$ cat src/rtl/spi_cmd_pkg.sv
// Shared constants for the SPI command decoder: frame geometry, opcodes,
// status word layout and decoder state type.
// Optional build macro: SPI_CMD_ABORT_EN (makes OPC_ABORT a legal opcode).
package spi_cmd_pkg;

  localparam int unsigned FRAME_W  = 136;
  localparam int unsigned OPC_W    = 8;
  localparam int unsigned PAY_W    = FRAME_W - OPC_W;
  localparam int unsigned STATUS_W = 24;

  localparam logic [OPC_W-1:0] OPC_STATUS  = 8'h00;
  localparam logic [OPC_W-1:0] OPC_EXC_DD  = 8'h01;
  localparam logic [OPC_W-1:0] OPC_EXC_XOR = 8'h02;
  localparam logic [OPC_W-1:0] OPC_RD_DD   = 8'h03;
  localparam logic [OPC_W-1:0] OPC_RD_XOR  = 8'h04;
  localparam logic [OPC_W-1:0] OPC_ABORT   = 8'h05;

  // Status word bit positions
  localparam int unsigned STS_ERR_SAT      = 23;
  localparam int unsigned STS_ERR_BUSY     = 22;
  localparam int unsigned STS_ERR_OPC      = 21;
  localparam int unsigned STS_BUSY         = 20;
  localparam int unsigned STS_LAST_OPC_LSB = 8;
  localparam int unsigned STS_CNT_LSB      = 0;

  typedef enum logic [1:0] {
    IDLE,
    EXC_DD,
    EXC_XOR
  } state_t;

  // Assemble the 24-bit status word; bits [19:16] are reserved zero.
  function automatic logic [STATUS_W-1:0] pack_status(
    input logic       err_sat,
    input logic       err_busy,
    input logic       err_opc,
    input logic       busy,
    input logic [7:0] last_opc,
    input logic [7:0] cnt_lo
  );
    logic [STATUS_W-1:0] st;
    st                            = '0;
    st[STS_ERR_SAT]               = err_sat;
    st[STS_ERR_BUSY]              = err_busy;
    st[STS_ERR_OPC]               = err_opc;
    st[STS_BUSY]                  = busy;
    st[STS_LAST_OPC_LSB +: 8]     = last_opc;
    st[STS_CNT_LSB +: 8]          = cnt_lo;
    return st;
  endfunction

endpackage

$ cat src/rtl/spi_cmd_decoder_exc_counter.sv
// Excitation length counter: loads N from the command payload (saturating
// to all-ones when any payload bit above CNT_W is set) and counts down one
// per excite cycle.
module exc_counter #(
  parameter int unsigned CNT_W = 16,
  parameter int unsigned PAY_W = 128
) (
  input  logic             clk,
  input  logic             reset,
  input  logic             load,
  input  logic             step,
  input  logic             clear,
  input  logic [PAY_W-1:0] payload,
  output logic             sat,
  output logic             n_zero,
  output logic             at_last,
  output logic [7:0]       count_lo
);

  logic [CNT_W-1:0] count;
  logic [CNT_W-1:0] n_val;

  // Requested length with saturation on oversized payloads
  always_comb begin
    sat      = |payload[PAY_W-1:CNT_W];
    n_val    = sat ? '1 : payload[CNT_W-1:0];
    n_zero   = (n_val == '0);
    at_last  = (count == CNT_W'(1));
    count_lo = count[7:0];
  end

  // Down-counter: load on accepted excite, decrement per excite cycle
  always_ff @(posedge clk) begin
    if (reset) begin
      count <= '0;
    end else if (clear) begin
      count <= '0;
    end else if (load) begin
      count <= n_val;
    end else if (step && (count != '0)) begin
      count <= count - CNT_W'(1);
    end
  end

endmodule

$ cat src/rtl/spi_cmd_decoder.sv
// SPI command decoder: decodes received frames into PUF excitation runs,
// response reads and status reads, and produces the reply frame for the
// SPI transmit path.
// Optional build macro: SPI_CMD_ABORT_EN (opcode 0x05 aborts a running
// excitation; without it 0x05 is an unknown opcode).
module spi_cmd_decoder
  import spi_cmd_pkg::*;
#(
  parameter int unsigned CNT_W = 16
) (
  input  logic               CLK,
  input  logic               RESET,
  input  logic [FRAME_W-1:0] RX_DATA,
  input  logic               RX_VALID,
  input  logic [PAY_W-1:0]   DD_RESP,
  input  logic [PAY_W-1:0]   XOR_RESP,
  output logic               DD_EXCITE,
  output logic               XOR_EXCITE,
  output logic               EXC_DONE,
  output logic [FRAME_W-1:0] TX_DATA,
  output logic               TX_LOAD,
  output logic               BUSY
);

  state_t              state;
  logic                err_sat;
  logic                err_busy;
  logic                err_opc;
  logic [OPC_W-1:0]    last_opc;

  logic [OPC_W-1:0]    rx_opc;
  logic [PAY_W-1:0]    rx_payload;
  logic                busy_now;
  logic                accept_exc;
  logic                do_abort;
  logic                cnt_sat;
  logic                cnt_zero;
  logic                cnt_last;
  logic [7:0]          cnt_lo;
  logic [STATUS_W-1:0] status;

  // Frame split, command qualification and live status word
  always_comb begin
    rx_opc     = RX_DATA[FRAME_W-1 -: OPC_W];
    rx_payload = RX_DATA[PAY_W-1:0];
    busy_now   = (state != IDLE);
    accept_exc = RX_VALID && !busy_now &&
                 ((rx_opc == OPC_EXC_DD) || (rx_opc == OPC_EXC_XOR));
`ifdef SPI_CMD_ABORT_EN
    do_abort   = RX_VALID && busy_now && (rx_opc == OPC_ABORT);
`else
    do_abort   = 1'b0;
`endif
    status     = pack_status(err_sat, err_busy, err_opc, BUSY, last_opc, cnt_lo);
  end

  exc_counter #(
    .CNT_W (CNT_W),
    .PAY_W (PAY_W)
  ) u_exc_counter (
    .clk      (CLK),
    .reset    (RESET),
    .load     (accept_exc),
    .step     (busy_now && !do_abort),
    .clear    (do_abort),
    .payload  (rx_payload),
    .sat      (cnt_sat),
    .n_zero   (cnt_zero),
    .at_last  (cnt_last),
    .count_lo (cnt_lo)
  );

  // Decode FSM with registered excite, pulse and reply-frame outputs
  always_ff @(posedge CLK) begin
    if (RESET) begin
      state      <= IDLE;
      DD_EXCITE  <= 1'b0;
      XOR_EXCITE <= 1'b0;
      BUSY       <= 1'b0;
      EXC_DONE   <= 1'b0;
      TX_LOAD    <= 1'b0;
      TX_DATA    <= '0;
      err_sat    <= 1'b0;
      err_busy   <= 1'b0;
      err_opc    <= 1'b0;
      last_opc   <= '0;
    end else begin
      EXC_DONE <= 1'b0;
      TX_LOAD  <= 1'b0;

      // Counter at 1 means this is the final excite cycle
      if (busy_now && cnt_last) begin
        state      <= IDLE;
        DD_EXCITE  <= 1'b0;
        XOR_EXCITE <= 1'b0;
        BUSY       <= 1'b0;
        EXC_DONE   <= 1'b1;
      end

      if (RX_VALID) begin
        last_opc <= rx_opc;
        case (rx_opc)
          OPC_STATUS: begin
            // Reported word is the pre-clear snapshot
            TX_DATA  <= {OPC_STATUS, {(PAY_W-STATUS_W){1'b0}}, status};
            TX_LOAD  <= 1'b1;
            err_sat  <= 1'b0;
            err_busy <= 1'b0;
            err_opc  <= 1'b0;
          end
          OPC_EXC_DD, OPC_EXC_XOR: begin
            if (busy_now) begin
              err_busy <= 1'b1;
            end else begin
              if (cnt_sat) begin
                err_sat <= 1'b1;
              end
              if (cnt_zero) begin
                EXC_DONE <= 1'b1;
              end else if (rx_opc == OPC_EXC_DD) begin
                state     <= EXC_DD;
                DD_EXCITE <= 1'b1;
                BUSY      <= 1'b1;
              end else begin
                state      <= EXC_XOR;
                XOR_EXCITE <= 1'b1;
                BUSY       <= 1'b1;
              end
            end
          end
          OPC_RD_DD: begin
            TX_DATA <= {rx_opc, DD_RESP};
            TX_LOAD <= 1'b1;
          end
          OPC_RD_XOR: begin
            TX_DATA <= {rx_opc, XOR_RESP};
            TX_LOAD <= 1'b1;
          end
`ifdef SPI_CMD_ABORT_EN
          OPC_ABORT: begin
            if (busy_now) begin
              state      <= IDLE;
              DD_EXCITE  <= 1'b0;
              XOR_EXCITE <= 1'b0;
              BUSY       <= 1'b0;
              EXC_DONE   <= 1'b1;
            end
          end
`endif
          default: begin
            err_opc <= 1'b1;
          end
        endcase
      end
    end
  end

endmodule

$ cat config.mk
export PLATFORM = sky130hd
export DESIGN_NAME = spi_cmd_decoder
export DESIGN_NICKNAME = d
export VERILOG_FILES = /design/src/rtl/spi_cmd_pkg.sv /design/src/rtl/spi_cmd_decoder_exc_counter.sv /design/src/rtl/spi_cmd_decoder.sv
export SDC_FILE = /design/constraint.sdc
export NUM_CORES = 1
export LEC_CHECK = 0
export BUFFER_PORTS_ARGS = -buffer_cell sky130_fd_sc_hd__buf_4
export CAP_MARGIN = 0
export CORE_AREA = 2 2 207 209
export CTS_CLUSTER_DIAMETER = 40
export DETAILED_ROUTE_END_ITERATION = 7
export DIE_AREA = 0 0 209 211
export PLACE_DENSITY_LB_ADDON = 0.1
export SYNTH_ARGS = -nofsm -noshare
export SYNTH_HDL_FRONTEND = slang
export SYNTH_SLANG_ARGS = --single-unit
export TNS_END_PERCENT = 30
$ cat constraint.sdc
create_clock -name CLK -period 2 [get_ports CLK]
set_input_delay 0.4 -clock CLK [delete_from_list [all_inputs] [get_ports CLK]]
set_output_delay 0.4 -clock CLK [all_outputs]
set_load 0.05 [all_outputs]
After elaboration in Yosys (flattened, before gate mapping)
Index checks and enable logic that the tools add are counted.

Output and inout bits: 141. Logic and storage cells: 84. Bits in registers: 170.

Reductions and logical operators: 22. Equality and inequality tests: 8. Multiplexer cells: 39. Add/subtract/negate cells: 1. Bitwise gates (word level): 2.

Operators by type and width (count): $pmux 136 s3 (1); $reduce_or 112->1 (1); $mux 16 (3); $mux 1 (26); $eq 16x1->1 const B (1); $eq 8x2->1 const B (2); $logic_not 16->1 (1); $reduce_bool 16->1 (1); $sub 16x1->16 const B (1); $mux 2 (6); $eq 8x1->1 const B (1); $eq 8x3->1 const B (1); $logic_not 8->1 (1); $ne 2x2->1 const B (3); $pmux 1 s2 (3); $reduce_bool 2->1 (3); $logic_and 1x1->1 (4); $reduce_and 2->1 (2); $reduce_and 4->1 (1); $reduce_or 2->1 (2); $reduce_or 4->1 (1); $reduce_and 3->1 (1); $reduce_bool 3->1 (1); $reduce_or 3->1 (1); 3 further kinds (4).

Logic depth before layout (Yosys ltp)
Gate-level depths: netlist of the first run.

Depth after elaboration: 8. Mapped depth: 8. Gate-level depth less buffers: 7.

Modules after synthesis
A second synthesis of the first run with hierarchy kept.

Cells, all modules: 1014. Area, all modules: 9008.6 um^2.

By module, submodules not included: spi_cmd_decoder (cells an instance 836, times used 1, area an instance 7574.8 um^2); exc_counter (cells an instance 178, times used 1, area an instance 1433.9 um^2).

Least setup slack after synthesis of the first run
No wires, ideal clock.

Path kind: reg2reg. From: register u_exc_counter.count[8]. To: register u_exc_counter.count[1]. Clock period less this slack: 2.210 ns. Library setup time: 0.075 ns. Path slack: -0.210 ns. Cell stages (with the launch flop): 8. Arrival time: 2.135 ns. Path buffers: 2. Path through: dfxtp_1 -> or4_1 -> buf_2 -> or4_4 -> buf_6 -> nand2_4 -> mux2_2 -> o22ai_1.

Longest elaborated chain between the ends: 3.

RTL lines: start: declaration (RTL line spi_cmd_decoder_exc_counter.sv:20) `logic [CNT_W-1:0] count;`; start signal: assignment (RTL line spi_cmd_decoder_exc_counter.sv:39) `count <= n_val;`; start signal: assignment (RTL line spi_cmd_decoder_exc_counter.sv:41) `count <= count - CNT_W'(1);`; $reduce_bool 16->1 (RTL line spi_cmd_decoder_exc_counter.sv:40) `end else if (step && (count != '0)) begin`; $logic_and 1x1->1 (RTL line spi_cmd_decoder_exc_counter.sv:40); $reduce_bool 2->1 (no source line).

No other way between the ends. A chain may end at the register's enable or synchronous reset.

Worst setup path in the final report of the first run
From: register u_exc_counter.count[11]. To: register u_exc_counter.count[6].

Same word-level chain as after synthesis.

==> impl_metrics.yaml, run 1 <==
cells_and_area:
  area.growth.synth_to_final_pct: 82.7
  fin_cells: 2020
  finish.utilization_pct: 32.8
  antenna_cells: 0
  fill_cells: 4473
  nets: 1866
  drive_above_1_share_pct: 48.9
routing:
  drt.antenna.violating_nets: 0
  via_count: 9236
  wirelength_um: 37700
  wl_per_cell_um: 18.7
  viasPerCell: 4.57
  first_pass_iters: 5
  drtIter0Drc: 327
  drc: 0
power:
  ir_drop_uv: 534
  p_int_w: 0.00605
  p_sw_share_pct: 23.3
  p_sw_w: 0.00183
  clkPwrFrac_pct: 44.3
  powerDensity_mw_per_mm2: 575
  leakage_nw: 6.04
  seqPwrFrac_pct: 43.5
  power_frac_comb_pct: 12.2
  p_total_w: 0.00788
synthesis:
  async_reset_ff_share_pct: 0
  synth_area_mm2: 0.00751
  yosysTopAreaCell: "dfxtp_1"
  synthFlopType: "dfxtp_1"
  syn_inst: 877
  ys_seq_elements: 170
  synth_area_leaders: "dfxtp_1 (45%), a221oi_1 (14%), nor3_1 (7.9%), nor2_1 (7.3%), nor4_1 (3.2%)"
  synth_warnings: 0
  synth.net_count: 1274
  yosysUniqueCellTypes: 55
  avgSynthCellArea_um2: 8.56
  yosys.area.top_type_share_pct: 45.3
  yosysSeqAreaShare_pct: 45.3
  synth_edf_count: 0
die:
  start_util_pct: 18.0
  die_area_mm2: 0.0441
  die_width_um: 209
  core_mm2: 0.0418
  rows: 75
  die_h_um: 211
  io_pins: 536
setup_path:
  cp_common_cell: "or4_4"
  regToRegStartpoint: "u_exc_counter.count[11]"
  critPathKind: "reg2reg"
  cp_top_family: "simple AND/OR/NAND/NOR gates"
  end_kind: "register"
  max_stage_delay_ps: 630
  path_max_fanout: 7
  r2r_slack_ps: -120
  critPathBufInv: 0
  crit_start: "u_exc_counter.count[11]"
  cpMaxStageDelayCell: "or4_4"
  crit_arrival_ps: 2410
  critPathLaunchType: "register"
  required_ps: 2290
  path_cells: "or4_4, or4_4, nand4_1, xor2_1, a221oi_2"
grt:
  grtUsageTotal_pct: 16.5
  grt-ovfl-total: 0
  grt_pass1_vias: 9289
  grt_pass1_wl_um: 55400
  antenna_found_initial: 0
  grt_max_degree: 59
timing:
  fin_crit_sh_pct: 106
  timing.hold.ws_ps: 207
  hold_viol: 0
  rsz0062_at_grt: "true"
  setup_viol: 6
  skew_ps: 12.3
  drv_slew: 0
  tightestPinTransition_ps: 570
  fmax_mhz: 472
  fin_crit_ps: 2120
  slew_headroom_pct: 62.0
  fin_ws_ps: -121
placement:
  place_ws_ps: -404
  placed_cells: 1989
  io_buffers: 535
  gp_congestion: 0.740
  dp_hpwl_um: 30100
cts:
  cts_tree: "built"
  clkTransAtPathRegs_ps: 70
  cts_buffers: 17
  cts_sinks: 170
  clockBufferDepth: 2
  postCtsSetupRepairBufs: 0
  htreeDepth: 4
  clock_latency_ps: 440
  ctsRootBufferMaster: "clkbuf_16"
run_status:
  status: "finished, violations left"
  violations: "negative setup slack"
worst_hold_path:
  min-delay-start: "RX_DATA[135]"
  worstHoldPathType: "in2reg"
job:
  drv_cap: 0
timing repair:
item,CTS,global route
gates resized for setup,4,10
hold buffers,0,0
endpoints found under the setup margin,12,15
pin swaps,7,8
path summary, 6_finish.rpt:
| path | endpoint | depth (start not counted) |
|---|---|---|
| max | u_exc_counter.count[6] | 5 |
| min | last_opc[7] | 3 |
| max reg2reg | u_exc_counter.count[6] | 5 |
| min reg2reg | TX_DATA[9] | 2 |
layout make-up:
class | instances | area, µm² | share of cell area, %
sequential | 170 | 3410 | 24.9
inverter | 14 | 52.6 | 0.383
multi-input combinational | 607 | 3840 | 28.0
tap | 539 | 674 | 4.92
clock inverter | 10 | 143 | 1.04
timing repair buffer | 659 | 5140 | 37.5
clock buffer | 21 | 460 | 3.36
cells in the mapped netlist (2+ instances only):
cell / number
nor4_1: 38
a311oi_1: 3
a221o_1: 6
and3_1: 2
inv_1: 14
or3_1: 3
a31oi_1: 7
or2_2: 2
a21oi_1: 16
a221oi_1: 124
a22oi_1: 7
and2_1: 6
mux2i_1: 8
and4_1: 4
or4_1: 5
dfxtp_1: 170
nor3_1: 119
o21ai_0: 8
a211oi_1: 9
xnor2_1: 4
nand2_1: 26
nand3b_1: 2
clkbuf_1: 63
xor2_1: 9
ha_1: 2
nand3_1: 12
o22ai_1: 2
buf_1: 15
buf_2: 7
a311o_2: 2
nor2_1: 146
nand4_1: 13
metal layers:
| metal | track usage (%) | part of all wire [%] |
|---|---|---|
| met1 | 20.0 | 42 |
| met3 | 3.73 | 5.7 |
| met5 | 0 | 0 |
| met2 | 29.3 | 51 |
| met4 | 4.98 | 1.5 |
logic make-up (layout without fill, tap and decap cells):
| group | after synthesis | count (layout) | synth area share [%] |
|---|---|---|---|
| buffers and inverters | 100 | 704 | 5.22 |
| flip-flops | 170 | 170 | 45.3 |
| multiplexers | 9 | 9 | 1.22 |
| AO/OA/AOI/OAI | 192 | 192 | 20.9 |
| AND/OR/NAND/NOR | 391 | 391 | 25.5 |
| XOR/XNOR | 13 | 13 | 1.52 |
| adder cells (fa/ha/maj) | 2 | 2 | 0.333 |
flip-flops by register name, summed over array words and instances, names as in the netlist:
name                 count
TX_DATA                136
u_exc_counter.count     16
last_opc                 8
state                    2
BUSY                     1
DD_EXCITE                1
EXC_DONE                 1
TX_LOAD                  1
XOR_EXCITE               1
err_busy                 1
err_opc                  1
err_sat                  1
tightest hold or removal path, cell delays in order:
cell and delay [ps]:
buf_4 90, mux2i_1 60, nor2_1 70
through the flow:
stage | setup TNS (ps) | cell area [µm²]
after CTS | -330 | 13700
final | -403 | 13700
after global routing | -921 | 13700
after global placement | -10390 | 13000
after detailed placement | -9410 | 13000
after floorplan | -1180 | 7540
cells in the final DEF (no fill, tap or decap), drive strengths merged, types with 2 or more instances in the layout:
cell / instances
and3: 2
a311o: 2
clkinvlp: 4
nor4b: 2
a22oi: 7
dfxtp: 170
nand4: 13
nor4: 39
and2: 7
a21oi: 16
a221oi: 125
buf: 659
nand2: 27
or2: 2
o22ai: 2
nand3b: 2
xor2: 9
xnor2: 4
a311oi: 3
ha: 2
mux2i: 8
nor3: 120
nor2: 146
a221o: 6
clkinv: 2
o21ai: 8
a31oi: 7
bufinv: 3
and4: 4
a211oi: 9
or3: 3
inv: 15
or4: 6
clkbuf: 21
nand3: 12
power by group through the flow:
| stage | sequential [W] | clock, W | combinational, W |
|---|---|---|---|
| 3_3_place_gp | 0.00351 | 0 | 0.000957 |
| 5_1_grt | 0.00343 | 0.00378 | 0.00103 |
| 6_report | 0.00343 | 0.00349 | 0.000959 |
| 2_1_floorplan | 0.00355 | 0 | 0.000155 |
| 4_1_cts | 0.00343 | 0.00366 | 0.000966 |
| 3_5_place_dp | 0.00351 | 0 | 0.000962 |
Power figures use the tool's default switching activity.
==> run 2: changes to the inputs <==
--- a/config.mk
+++ b/config.mk
@@ -7,10 +7,10 @@
 export LEC_CHECK = 0
 export BUFFER_PORTS_ARGS = -buffer_cell sky130_fd_sc_hd__buf_4
 export CAP_MARGIN = 0
-export CORE_AREA = 2 2 207 209
+export CORE_AREA = 2 2 208 210
 export CTS_CLUSTER_DIAMETER = 40
 export DETAILED_ROUTE_END_ITERATION = 7
-export DIE_AREA = 0 0 209 211
+export DIE_AREA = 0 0 210 212
 export PLACE_DENSITY_LB_ADDON = 0.1
 export SYNTH_ARGS = -nofsm -noshare
 export SYNTH_HDL_FRONTEND = slang
==> constraint.sdc (replaced) <==
create_clock -name CLK -period 2.4 [get_ports CLK]
set_input_delay 0.48 -clock CLK [delete_from_list [all_inputs] [get_ports CLK]]
set_output_delay 0.48 -clock CLK [all_outputs]
set_load 0.05 [all_outputs]
==> impl_metrics.yaml, run 2 (synthesized netlist as in run 1, its figures left out) <==
routing:
  drt.antenna.violating_nets: 0
  wl_per_cell_um: 19.2
  first_pass_iters: 4
  drtIter0Drc: 455
  wirelength_um: 37400
  drc: 0
  via_count: 8910
  viasPerCell: 4.57
cts:
  cts_buffers: 17
  htreeDepth: 4
  clkTransAtPathRegs_ps: 70
  clockBufferDepth: 2
  ctsRootBufferMaster: "clkbuf_16"
  cts_tree: "built"
  clock_latency_ps: 440
  postCtsSetupRepairBufs: 0
  cts_sinks: 170
cells_and_area:
  final_area_mm2: 0.0130
  layout_commonest_cell: "buf_4"
  reg.largest.list: "TX_DATA: 136 flops, u_exc_counter.count: 16 flops, last_opc: 8 flops"
  final_cell_mix: "buf_4 (567), dfxtp_1 (170), nor2_1 (146), a221oi_1 (124), nor3_1 (118)"
  nets: 1788
  largest_reg_flops: 136
  area.growth.synth_to_final_pct: 73.3
  antenna_cells: 0
  drive_above_1_share_pct: 44.9
  finish.utilization_pct: 30.6
  largest_register: "TX_DATA"
timing:
  tns_ps: 0
  hold_viol: 0
  fmax_mhz: 444
  skew_ps: 11.3
  fin_ws_ps: 146
  fin_crit_ps: 2250
  setup_viol: 0
  slew_headroom_pct: 65.2
  tightestPinTransition_ps: 522
  drv_slew: 0
  fin_crit_sh_pct: 93.9
  rsz0062_at_grt: "false"
placement:
  gp_congestion: 0.754
  placed_area_mm2: 0.0124
  dp_hpwl_um: 29100
  io_buffers: 535
  place_ws_ps: -4.74
worst_hold_path:
  hold_end: "TX_DATA[21]"
  min_path_cells: 3
  min-delay-start: "DD_RESP[21]"
  worstHoldPathType: "in2reg"
setup_path:
  critPathKind: "reg2reg"
  end_kind: "register"
  r2r_slack_ps: 150
  path_max_fanout: 7
  path_cells: "inv_2, ha_4, or3b_4, or4_4, nand2_4, mux2_2, o22ai_1"
  critPathLaunchType: "register"
  rr_endpoint: "u_exc_counter.count[1]"
  r2r.worst_path.cells: 7
  critPathBufInv: 1
  cpMaxStageDelayCell: "or4_4"
  regToRegStartpoint: "u_exc_counter.count[1]"
  cp_top_family: "simple AND/OR/NAND/NOR gates"
  required_ps: 2770
  crit_arrival_ps: 2620
  max_stage_delay_ps: 620
die:
  rows: 76
  core_mm2: 0.0425
  die_h_um: 212
  start_util_pct: 17.7
  die_area_mm2: 0.0445
  die_width_um: 210
  io_pins: 536
grt:
  grt_pass1_vias: 8886
  grt_pass1_wl_um: 54900
  antenna_found_initial: 1
  grtUsageTotal_pct: 16.3
  grt_max_degree: 70
  grt-ovfl-total: 0
power:
  powerDensity_mw_per_mm2: 495
  leakage_nw: 5.58
  p_total_w: 0.00644
  ir_drop_uv: 401
run_status:
  status: "completed"
job:
  drv_cap: 0
-- run 2: cell count changes in the layout (fill, tap and decap cells not counted), moves of 3 or more --
cell        previous run  this run
or4_4                  5         1
buf_4                643       567
dfxtp_2                4         0
or4_1                  1         5
clkinvlp_4             4         1
dfxtp_1              166       170
-- run 2: worst max path at each step --
stage,from,end,slack (ps),cells past startpoint
floorplan,u_exc_counter.count[8],u_exc_counter.count[1],190,7
global placement,RX_DATA[11],XOR_EXCITE,-50,6
detailed placement,RX_DATA[14],state[0],-5,6
CTS,u_exc_counter.count[1],u_exc_counter.count[1],70,7
global route,u_exc_counter.count[1],u_exc_counter.count[1],50,7
finish,u_exc_counter.count[1],u_exc_counter.count[1],150,7
-- run 2: final cells by class --
class	instances	area, µm²
repair buffers	581	4530
flip-flops and latches	170	3400
fillers	4567	29500
well taps	546	683
inverters	14	52.6
clock inverters	9	113
multi-input cells	607	3760
clock buffers	23	468
-- run 2: through the flow --
stage | hold WS (ps) | cells
finish | 292 | 1950
floorplan | 431 | 877
CTS | 251 | 1950
global placement | 447 | 1918
detailed placement | 447 | 1918
global route | 264 | 1950
-- run 2: timing repair --
| item | CTS | global route |
|---|---|---|
| gates resized for setup | 0 | 5 |
| setup endpoints to repair | 0 | 1 |
| hold buffers | 0 | 0 |
-- run 2: per-layer routing --
layer | vias to the layer above | routed length [µm] | global-route usage [%]
li1 | 4388 | - | -
met5 | - | 10 | 0
met1 | 4135 | 15800 | 19.8
met4 | 2 | 565 | 4.43
met2 | 353 | 18400 | 28.1
met3 | 32 | 2660 | 4.76
-- run 2: tightest hold or removal path: stages --
cell and delay, ps:
buf_4 110, nand2_1 50, a211oi_1 50
-- run 2: where the power goes --
part	switching, W	internal, W
Clock	0.00122	0.00160
Combinational	0.000292	0.000479
Sequential	0.0000141	0.00284
Total	0.00153	0.00492
==> run 3: changes to the inputs <==
--- a/config.mk
+++ b/config.mk
@@ -12,6 +12,7 @@
 export DETAILED_ROUTE_END_ITERATION = 7
 export DIE_AREA = 0 0 210 212
 export PLACE_DENSITY_LB_ADDON = 0.1
+export SLEW_MARGIN = 15
 export SYNTH_ARGS = -nofsm -noshare
 export SYNTH_HDL_FRONTEND = slang
 export SYNTH_SLANG_ARGS = --single-unit
==> constraint.sdc (replaced) <==
create_clock -name CLK -period 2.3 [get_ports CLK]
set_input_delay 0.46 -clock CLK [delete_from_list [all_inputs] [get_ports CLK]]
set_output_delay 0.46 -clock CLK [all_outputs]
set_load 0.05 [all_outputs]
==> impl_metrics.yaml, run 3 (synthesized netlist as in run 1, its figures left out) <==
die:
  start_util_pct: 17.7
  io_pins: 536
  die_h_um: 212
  die_area_mm2: 0.0445
  rows: 76
  core_mm2: 0.0425
  die_width_um: 210
timing:
  fin_crit_ps: 2190
  rsz0062_at_grt: "false"
  fin_crit_sh_pct: 95.2
  fmax_mhz: 457
  hold_viol: 0
  drv_slew: 0
  tightestPinTransition_ps: 480
  slew_headroom_pct: 68.0
  timing.hold.ws_ps: 273
  setup_viol: 0
  skew_ps: 9.25
cells_and_area:
  layout_commonest_cell: "buf_4"
  nets: 1807
  final_cell_mix: "buf_4 (583), dfxtp_1 (170), nor2_1 (146), a221oi_1 (124), nor3_1 (118)"
  finish.utilization_pct: 31.1
  largest_register: "TX_DATA"
  fin_cells: 1969
  area.growth.synth_to_final_pct: 76.2
  fill_cells: 4577
  largest_reg_flops: 136
  drive_above_1_share_pct: 45.7
  reg.largest.list: "TX_DATA: 136 flops, u_exc_counter.count: 16 flops, last_opc: 8 flops"
  multi_input_comb_area_mm2: 0.00375
  seqCellArea_mm2: 0.00340
  antenna_cells: 0
cts:
  cts_tree: "built"
  clockBufferDepth: 2
  clkTransAtPathRegs_ps: 70
  postCtsSetupRepairBufs: 0
  ctsRootBufferMaster: "clkbuf_16"
  clock_latency_ps: 440
  htreeDepth: 4
  cts_buffers: 17
  cts_hold_buffers: 0
  cts_resized: 0
  cts_sinks: 170
setup_path:
  critPathKind: "reg2reg"
  end_kind: "register"
  critPathLaunchType: "register"
  crit_arrival_ps: 2550
  required_ps: 2670
  path_max_fanout: 7
grt:
  grt_pass1_wl_um: 55100
  grt-ovfl-total: 0
  grt_pass1_vias: 8888
  grt_max_degree: 60
  antenna_found_initial: 1
  grtUsageTotal_pct: 16.5
routing:
  drtIter0Drc: 443
  via_count: 9022
  viasPerCell: 4.58
  wirelength_um: 37800
  drt.antenna.violating_nets: 0
  drc: 0
  wl_per_cell_um: 19.2
  first_pass_iters: 5
power:
  powerDensity_mw_per_mm2: 524
  p_sw_share_pct: 23.8
  p_int_w: 0.00528
  seqPwrFrac_pct: 43.0
  leakage_nw: 5.72
  power_frac_comb_pct: 11.7
  ir_drop_uv: 408
  p_sw_w: 0.00165
  clkPwrFrac_pct: 45.3
run_status:
  status: "completed"
placement:
  io_buffers: 535
  dp_hpwl_um: 29300
  gp_congestion: 0.768
  placed_cells: 1937
job:
  drv_cap: 0
worst_hold_path:
  worstHoldPathType: "in2reg"
run 3: cell types whose count changed in the layout (fill, tap and decap cells not counted), moves of 2 or more:
cell	delta
clkbuf_1	-4
inv_2	-2
inv_1	+2
buf_12	+3
buf_4	+16
run 3: per-stage QoR:
stage / TNS, ps / cell area (µm²) / setup WS [ps] / total power, W
2_1_floorplan: 0 / 7510 / 89.8 / 0.00322
3_3_place_gp: -829 / 12600 / -126 / 0.00386
3_5_place_dp: -550 / 12600 / -85.4 / 0.00387
4_1_cts: 0 / 13200 / 114 / 0.00709
5_1_grt: 0 / 13200 / 13.1 / 0.00724
6_report: 0 / 13200 / 111 / 0.00693
run 3: cell type report:
class / count / share of cell area, %
timing repair buffer: 600 / 35.6
multi-input combinational: 607 / 28.3
sequential: 170 / 25.7
tap: 546 / 5.17
clock buffer: 20 / 3.53
clock inverter: 12 / 1.23
inverter: 14 / 0.397
run 3: power by group through the flow:
stage / logic [W] / clock network (W) / registers, W
after global placement: 0.000813 / 0 / 0.00305
final: 0.000811 / 0.00314 / 0.00298
after CTS: 0.000821 / 0.00329 / 0.00298
after detailed placement: 0.000819 / 0 / 0.00305
after floorplan: 0.000134 / 0 / 0.00309
after global routing: 0.000871 / 0.00339 / 0.00298
run 3: metal layers:
layer	part of all wire, %	routed length, µm	GRT usage (%)
met3	6.2	2340	4.49
met5	0.034	13	0
met2	49	18600	27.7
met4	1.5	557	4.43
met1	43	16300	20.7
run 3: path summary, 6_finish.rpt:
| path | end | from | slack [ps] | cells past startpoint |
|---|---|---|---|---|
| max | u_exc_counter.count[1] | u_exc_counter.count[1] | 110 | 7 |
| min | TX_DATA[21] | DD_RESP[21] | 270 | 3 |
| max reg2reg | u_exc_counter.count[1] | u_exc_counter.count[1] | 110 | 7 |
| min reg2reg | XOR_EXCITE | XOR_EXCITE | 460 | 2 |
run 3: critical path, cell delays in order (launching register included):
cell	delay [ps]
dfxtp_1	310
inv_1	90
ha_1	170
or3b_2	480
or4_4	510
nand2_4	120
mux2_2	330
o22ai_1	110
